`src/rtl/shift_pkg.sv`:
```
// Shared constants for the serial shift blocks (PISO transmitter, SIPO capture and their benches).
package shift_pkg;

    localparam int SHIFT_W = 4;

    typedef enum logic {
        ST_IDLE  = 1'b0,
        ST_SHIFT = 1'b1
    } state_e;

endpackage

```
`src/rtl/piso_serializer_if.sv`:
```
// Load-side and serial-side handshake bundle of the PISO serializer; slave is the serializer.
interface piso_serializer_if #(
    parameter int WIDTH = shift_pkg::SHIFT_W
);
    logic             load_valid;
    logic             load_ready;
    logic [WIDTH-1:0] load_data;
    logic             out_ready;
    logic             out_valid;
    logic             data_out;
    logic             out_first;
    logic             out_last;

    modport master (
        output load_valid, load_data, out_ready,
        input  load_ready, out_valid, data_out, out_first, out_last
    );

    modport slave (
        input  load_valid, load_data, out_ready,
        output load_ready, out_valid, data_out, out_first, out_last
    );
endinterface

```
`src/rtl/piso_serializer.sv`:
```
// Parallel-in serial-out shifter: word accepted at edge N shows its first bit in cycle N+1,
// one bit per out beat; a new word may load on the last beat so words stream without a bubble.
module piso_serializer
    import shift_pkg::*;
#(
    parameter int WIDTH     = SHIFT_W,
    parameter bit MSB_FIRST = 1'b1
) (
    input  logic             clk,
    input  logic             reset,
    piso_serializer_if.slave bus
);
    localparam int               CNT_W   = $clog2(WIDTH);
    localparam logic [CNT_W-1:0] CNT_TOP = CNT_W'(WIDTH - 1);

    state_e           state;
    logic [WIDTH-1:0] shreg;
    logic [CNT_W-1:0] cnt;

    logic shifting;
    logic cnt_zero;
    logic beat;
    logic load_fire;
    logic out_bit;

    assign shifting  = (state == ST_SHIFT);
    assign cnt_zero  = (cnt == '0);
    assign beat      = shifting && bus.out_ready;
    // Ready is combinational from out_ready so the next word can replace the last bit in place.
    assign bus.load_ready = !reset && (!shifting || (cnt_zero && bus.out_ready));
    assign load_fire = bus.load_valid && bus.load_ready;
    assign out_bit   = MSB_FIRST ? shreg[WIDTH-1] : shreg[0];

    always_ff @(posedge clk or posedge reset) begin
        if (reset) begin
            state <= ST_IDLE;
            shreg <= '0;
            cnt   <= '0;
        end else if (load_fire) begin
            state <= ST_SHIFT;
            shreg <= bus.load_data;
            cnt   <= CNT_TOP;
        end else if (beat) begin
            if (!cnt_zero) begin
                shreg <= MSB_FIRST ? {shreg[WIDTH-2:0], 1'b0} : {1'b0, shreg[WIDTH-1:1]};
                cnt   <= cnt - 1'b1;
            end else begin
                state <= ST_IDLE;
            end
        end
    end

    // Outputs are decoded only from registered state, so a stall holds them unchanged.
    assign bus.out_valid = shifting;
    assign bus.data_out  = shifting && out_bit;
    assign bus.out_first = shifting && (cnt == CNT_TOP);
    assign bus.out_last  = shifting && cnt_zero;

endmodule

```
`src/flat_wrapper.sv`:
```
// flat-port wrapper written by rule: the top's interface ports become plain ports
module piso_serializer_flat import shift_pkg::*;
#(
    parameter int WIDTH     = SHIFT_W,
    parameter bit MSB_FIRST = 1'b1
)
  (clk, reset, bus_load_valid, bus_load_data, bus_out_ready, bus_load_ready, bus_out_valid, bus_data_out, bus_out_first, bus_out_last);
  piso_serializer_if #(.WIDTH(WIDTH)) bus_i ();
  input  logic clk;
  input  logic reset;
  input wire logic [$bits(bus_i.load_valid)-1:0] bus_load_valid;
  input wire logic [$bits(bus_i.load_data)-1:0] bus_load_data;
  input wire logic [$bits(bus_i.out_ready)-1:0] bus_out_ready;
  output wire logic [$bits(bus_i.load_ready)-1:0] bus_load_ready;
  output wire logic [$bits(bus_i.out_valid)-1:0] bus_out_valid;
  output wire logic [$bits(bus_i.data_out)-1:0] bus_data_out;
  output wire logic [$bits(bus_i.out_first)-1:0] bus_out_first;
  output wire logic [$bits(bus_i.out_last)-1:0] bus_out_last;
  assign bus_i.load_valid = bus_load_valid;
  assign bus_i.load_data = bus_load_data;
  assign bus_i.out_ready = bus_out_ready;
  assign bus_load_ready = bus_i.load_ready;
  assign bus_out_valid = bus_i.out_valid;
  assign bus_data_out = bus_i.data_out;
  assign bus_out_first = bus_i.out_first;
  assign bus_out_last = bus_i.out_last;
  piso_serializer #(.WIDTH(WIDTH), .MSB_FIRST(MSB_FIRST)) u_core (.clk(clk), .reset(reset), .bus(bus_i));
endmodule
```
`config.mk`:
```
export PLATFORM = sky130hd
export DESIGN_NAME = piso_serializer_flat
export DESIGN_NICKNAME = d
export VERILOG_FILES = /design/src/rtl/shift_pkg.sv /design/src/rtl/piso_serializer_if.sv /design/src/rtl/piso_serializer.sv /design/src/flat_wrapper.sv
export SDC_FILE = /design/constraint.sdc
export NUM_CORES = 1
export LEC_CHECK = 0
export ABC_AREA = 1
export CAP_MARGIN = 5
export CORE_AREA = 4 4 41 43
export DETAILED_ROUTE_END_ITERATION = 16
export DIE_AREA = 0 0 45 47
export SLEW_MARGIN = 5
export SYNTH_ARGS = -nofsm -noshare
export SYNTH_HDL_FRONTEND = slang
export SYNTH_SLANG_ARGS = --single-unit
```
`constraint.sdc`:
```
create_clock -name clk -period 3.8 [get_ports clk]
set_clock_uncertainty 0.2 [all_clocks]
set_input_delay 0.76 -clock clk [delete_from_list [all_inputs] [get_ports clk]]
set_output_delay 0.76 -clock clk [all_outputs]
set_load 0.02 [all_outputs]
```
==> reports/qor.txt <==
Synth Cell Area -> 447 um2
Chip Width -> 45 um
Fin crit share -> 83.8%
DP Area -> 574 um2
Register area share after synthesis -> 39.2%
Area grow syn2layout -> 34.5%
Largest cells by area after synthesis -> dfrtp_1, nand2_1, inv_1
Via Count -> 405
# IOs -> 13
GRT overflow -> 0
FF+latch count, synth -> 7
PortBufs -> 12
Max_slew headroom -> 73.0%
Initial drt markers -> 5
Top FF cell, synth -> dfrtp_1
Cell breakdown of the critical path -> clkdlybuf4s50_1 -> nand2_2 -> a21oi_2 -> clkdlybuf4s50_1
Fin area -> 601 um2
Top-area cell type share of the netlist area -> 39.2%
CORE AREA -> 1300 um2
Setup-failing EPs final -> 0
Max-slew violations -> 0
Post-route DRC -> 0
# fillers -> 141
Setup ws final -> 0.615 ns
Hold Buf Count CTS -> 0
LEAKAGE -> 0.000318 uW
Final count of hold timing violations -> 0
Post-synth EDFFs -> 0
Clk_lat worst skew -> 0.25 ns
Worst Tran Pin Value -> 0.406 ns
Netlist cell types -> 15
Clock Power Share -> 16.4%
Row cnt -> 13
Setup Buffers After CTS -> 0
Mean Syn Cell Area -> 7.98 um2
Critical path data required time -> 2.84 ns
HP Class -> flop to flop
Number of routed nets with antenna violations -> 0
Vias per cell -> 4.71
Critical Path Start Type -> input pin
First-pass GRT wire length -> 1490 um
Overall routing resource usage -> 9.78%
Max-cap violations -> 0
CP Data Arrival Time -> 2.22 ns
Initial Util -> 34.3%
Largest net degree at the start of global routing -> 12
Pre-CTS setup slack -> 0.614 ns
Antenna violations before repair -> 0
Final net count -> 82
Die area -> 2120 um2
Post_cts resized -> 0
Vias in the first global route -> 351
Fmax -> 314 MHz
CP most frequent cell -> clkdlybuf4s50_1
RSZ-0062 raised after global routing -> no
DRT Wirelength -> 865 um
Synth Instances -> 56
Most frequent cell after synthesis -> nand2_1
Min cycle time layout -> 3.18 ns
Psw -> 179 uW
Clock slew at reported path FFs -> 0.05 ns
Kind of critical path -> input pin to output pin
YS warnings -> 0
Int Pwr -> 243 uW
CP max FO -> 5
Sequential power share -> 34.0%
Worst path slowest cell -> clkdlybuf4s50_1
Final HPWL DP -> 652 um
Layout cell share with drive strength beyond 1 -> 12.7%
Setup_tns -> 0 ns
Die height -> 47 um
Longest Clk Path Bufs -> 2
Root buffer selected by CTS -> clkbuf_4
Critical Path Sink Type -> output pin
Sw Share -> 42.5%
Gate power share -> 49.6%
Worst vdd ir -> 0.282 mV
Slowest stage delay, CP -> 0.62 ns
Sink Count -> 7
Status -> finished clean
Antenna fix cells -> 0
Routed wire per std cell -> 10.1 um
Final GP Congestion -> 0.766
Post-Syn Nets -> 66
Pre-Repair DR Iteration Count -> 4
CTS buffer count -> 3
Pwr/cell area -> 702 nW/um2
H-tree depth -> 1
Async SR Flop Fraction -> 100%
Synth area leader -> dfrtp_1
CTS tree -> yes
Top cells by count, synth -> nand2_1, inv_1, dfrtp_1
==> stage by stage <==
stage / util (%) / total power [uW] / hold WS [ns] / cells
after global placement: 44.1 / 352 / 0.294 / 82
final: 46.2 / 422 / 0.307 / 86
after floorplan: - / 289 / 0.269 / 56
after CTS: 46.2 / 428 / 0.308 / 86
after detailed placement: 44.1 / 357 / 0.294 / 82
after global routing: 46.2 / 465 / 0.339 / 86
==> worst max-delay path: cells and delay by family <==
kind	cells	cell delay, ns
buf+inv	2	1.20
compound gates	1	0.15
simple gates	1	0.12
==> layout by cell type (no fill, tap or decap), drive strengths merged <==
cell type,n
ha,2
inv,11
a21oi,1
clkdlybuf4s50,12
xor2,1
nand2,19
nand4,6
clkbuf,4
o21ai,1
nand3,7
dfrtp,7
==> per-layer routing <==
metal	vias to the layer above	wire length [um]	share of wire, %	GRT usage, %
met5	-	0	0	0
met4	0	0	0	3.51
met3	0	64	7.4	2.30
met2	11	408	47	16.7
met1	185	392	45	12.0
li1	209	-	-	-
==> cell type report <==
cell class              count  area [um2]  share of cell area, %
flip-flops and latches      7         175                   29.2
well taps                  15        18.8                   3.13
repair buffers             12         120                   20.0
multi-input cells          37         219                   36.5
inverters                  11        41.3                   6.87
clock buffers               4        26.3                   4.38
==> power by group through the flow <==
stage / combinational [uW] / clock, uW / sequential (uW)
after floorplan: 157 / 0 / 132
after global placement: 208 / 0 / 144
after detailed placement: 212 / 0 / 145
after CTS: 212 / 71.6 / 144
after global routing: 240 / 76.9 / 149
final: 209 / 69.1 / 144
==> logic make-up (layout without fill, tap and decap cells) <==
logic type / after synthesis / in the layout / share of synthesized area, %
compound gates: 2 / 2 / 3.08
xor+xnor: 1 / 1 / 1.96
simple gates: 32 / 32 / 38.4
fa+ha+maj: 2 / 2 / 5.60
flops: 7 / 7 / 39.2
buf+inv: 12 / 27 / 11.8
==> final timing paths <==
check                           startpoint               to  slack [ns]  cells after the start
setup reg to reg             u_core.cnt[0]    u_core.cnt[1]        2.25                      6
max in group asynchronous            reset  u_core.shreg[3]        2.60                      2
min in group asynchronous            reset    u_core.cnt[1]        0.60                      2
hold / removal             u_core.shreg[1]  u_core.shreg[1]        0.31                      2
hold reg to reg            u_core.shreg[1]  u_core.shreg[1]        0.31                      2
setup / recovery             bus_out_ready   bus_load_ready        0.62                      4
==> state kept, by name, indices dropped and copies added (netlist names) <==
name / cells
u_core.bus.out_valid: 1
u_core.shreg: 4
u_core.cnt: 2
Power figures use the tool's default switching activity.
==> variant: new RTL, config.mk and constraints unchanged <==
Set the package constant `SHIFT_W` to 2 (it was 4).
--- a/src/rtl/shift_pkg.sv
+++ b/src/rtl/shift_pkg.sv
@@ -1,7 +1,7 @@
 // Shared constants for the serial shift blocks (PISO transmitter, SIPO capture and their benches).
 package shift_pkg;
 
-    localparam int SHIFT_W = 4;
+    localparam int SHIFT_W = 2;
 
     typedef enum logic {
         ST_IDLE  = 1'b0,
Ports: changed (resized bus_load_data); port bits go from 13 to 11. No check against the original RTL was run, so the function may have changed too.
==> variant against the unedited design <==
  * Power shrank 33%
  * Sequential cell count shrank 3
  * Synthesized area shrank 48%
  * Design area shrank 38%
  * Sequential power shrank 38%
  * Setup slack gained 0.070 ns
  * Critical path type unchanged
  * Largest power group unchanged
  * Die area is the same
  * Combinational power shrank 34%
  * Count of clock-buffer cells in the layout shrank 1
  * Via count shrank 39%
  * Routed wire length shrank 43%
==> variant: results <==
[status]
outcome = finished, final reports clean

[route]
wl_met1_um = 243
wl_met2_um = 186
wire_per_inst_um = 8.05
vias = 247
routed_via_density = 4.05
wl_met3_um = 61

[grt]
grt_max_degree = 9
grtUsageMet2_pct = 8.19
gr-usage-all-layers_pct = 6.89
grt.met1_usage_pct = 7.78
grtUsageMet3_pct = 5.75
grt_pass1_wl_um = 938
grt_pass1_vias = 230

[placed_design]
port_buffers = 10
pre_cts_ws_ns = 0.695
dp.cells = 58
hpwl_um = 406
place.gp.congestion = 0.782

[sta]
period_minus_slack_ns = 3.11
hold_ws_ns = 0.310
maxSlewHeadroom_pct = 84.7

[final_layout]
seq_cells = 4
multi_input_gates = 21
buf_share_pct = 26.9
fin_nets = 54
multi_input_area_share_pct = 26.9
nNonClkInverters = 8
largest_register_ffs = 2
clockNetworkAreaShare_pct = 6.06
nFillCells = 157
nClkBuffers = 3

[setup_path]
cp.arrival_ns = 2.15
reg2reg_depth = 4
worstPathMaxFanout = 3
r2r_setup_slack_ns = 2.59
reg2reg_to = u_core.shreg[0]

[yosys]
yosys-top-cells-count = nand2_1 (11), inv_1 (6), dfrtp_1 (4), nand3_1 (4)
yosys-top-cells-area = dfrtp_1 (43%), nand2_1 (18%), inv_1 (9.8%)
synthCells = 33

[power]
ir_worst_vdd_mv = 0.227
power.leakage_nw = 0.199
-- variant: cell types whose count changed after synthesis, moves of 2 or more --
cell and delta:
ha_1 -2, nand4_1 -5, nand2_1 -6, dfrtp_1 -3, inv_1 -4
-- variant: where the power goes --
part           switching [mW]  internal, mW  total (mW)
Sequential             0.0245        0.0645      0.0890
Combinational          0.0735        0.0648       0.138
Clock                  0.0188        0.0354      0.0543
Total                   0.117         0.165       0.282
-- variant: kinds of logic after synthesis --
family	synth area share, %
and+or+nand+nor	39.1
buffers and inverters	13.0
DFF	43.5
AOI/OAI and AO/OA	4.34
-- variant: worst max-delay path by stage --
stage                       start              to  slack (ns)
floorplan           bus_out_ready  bus_load_ready        1.66
global placement    bus_out_ready  bus_load_ready        0.68
detailed placement  bus_out_ready  bus_load_ready        0.69
CTS                 bus_out_ready  bus_load_ready        0.68
global route        bus_out_ready  bus_load_ready        0.60
finish              bus_out_ready  bus_load_ready        0.69
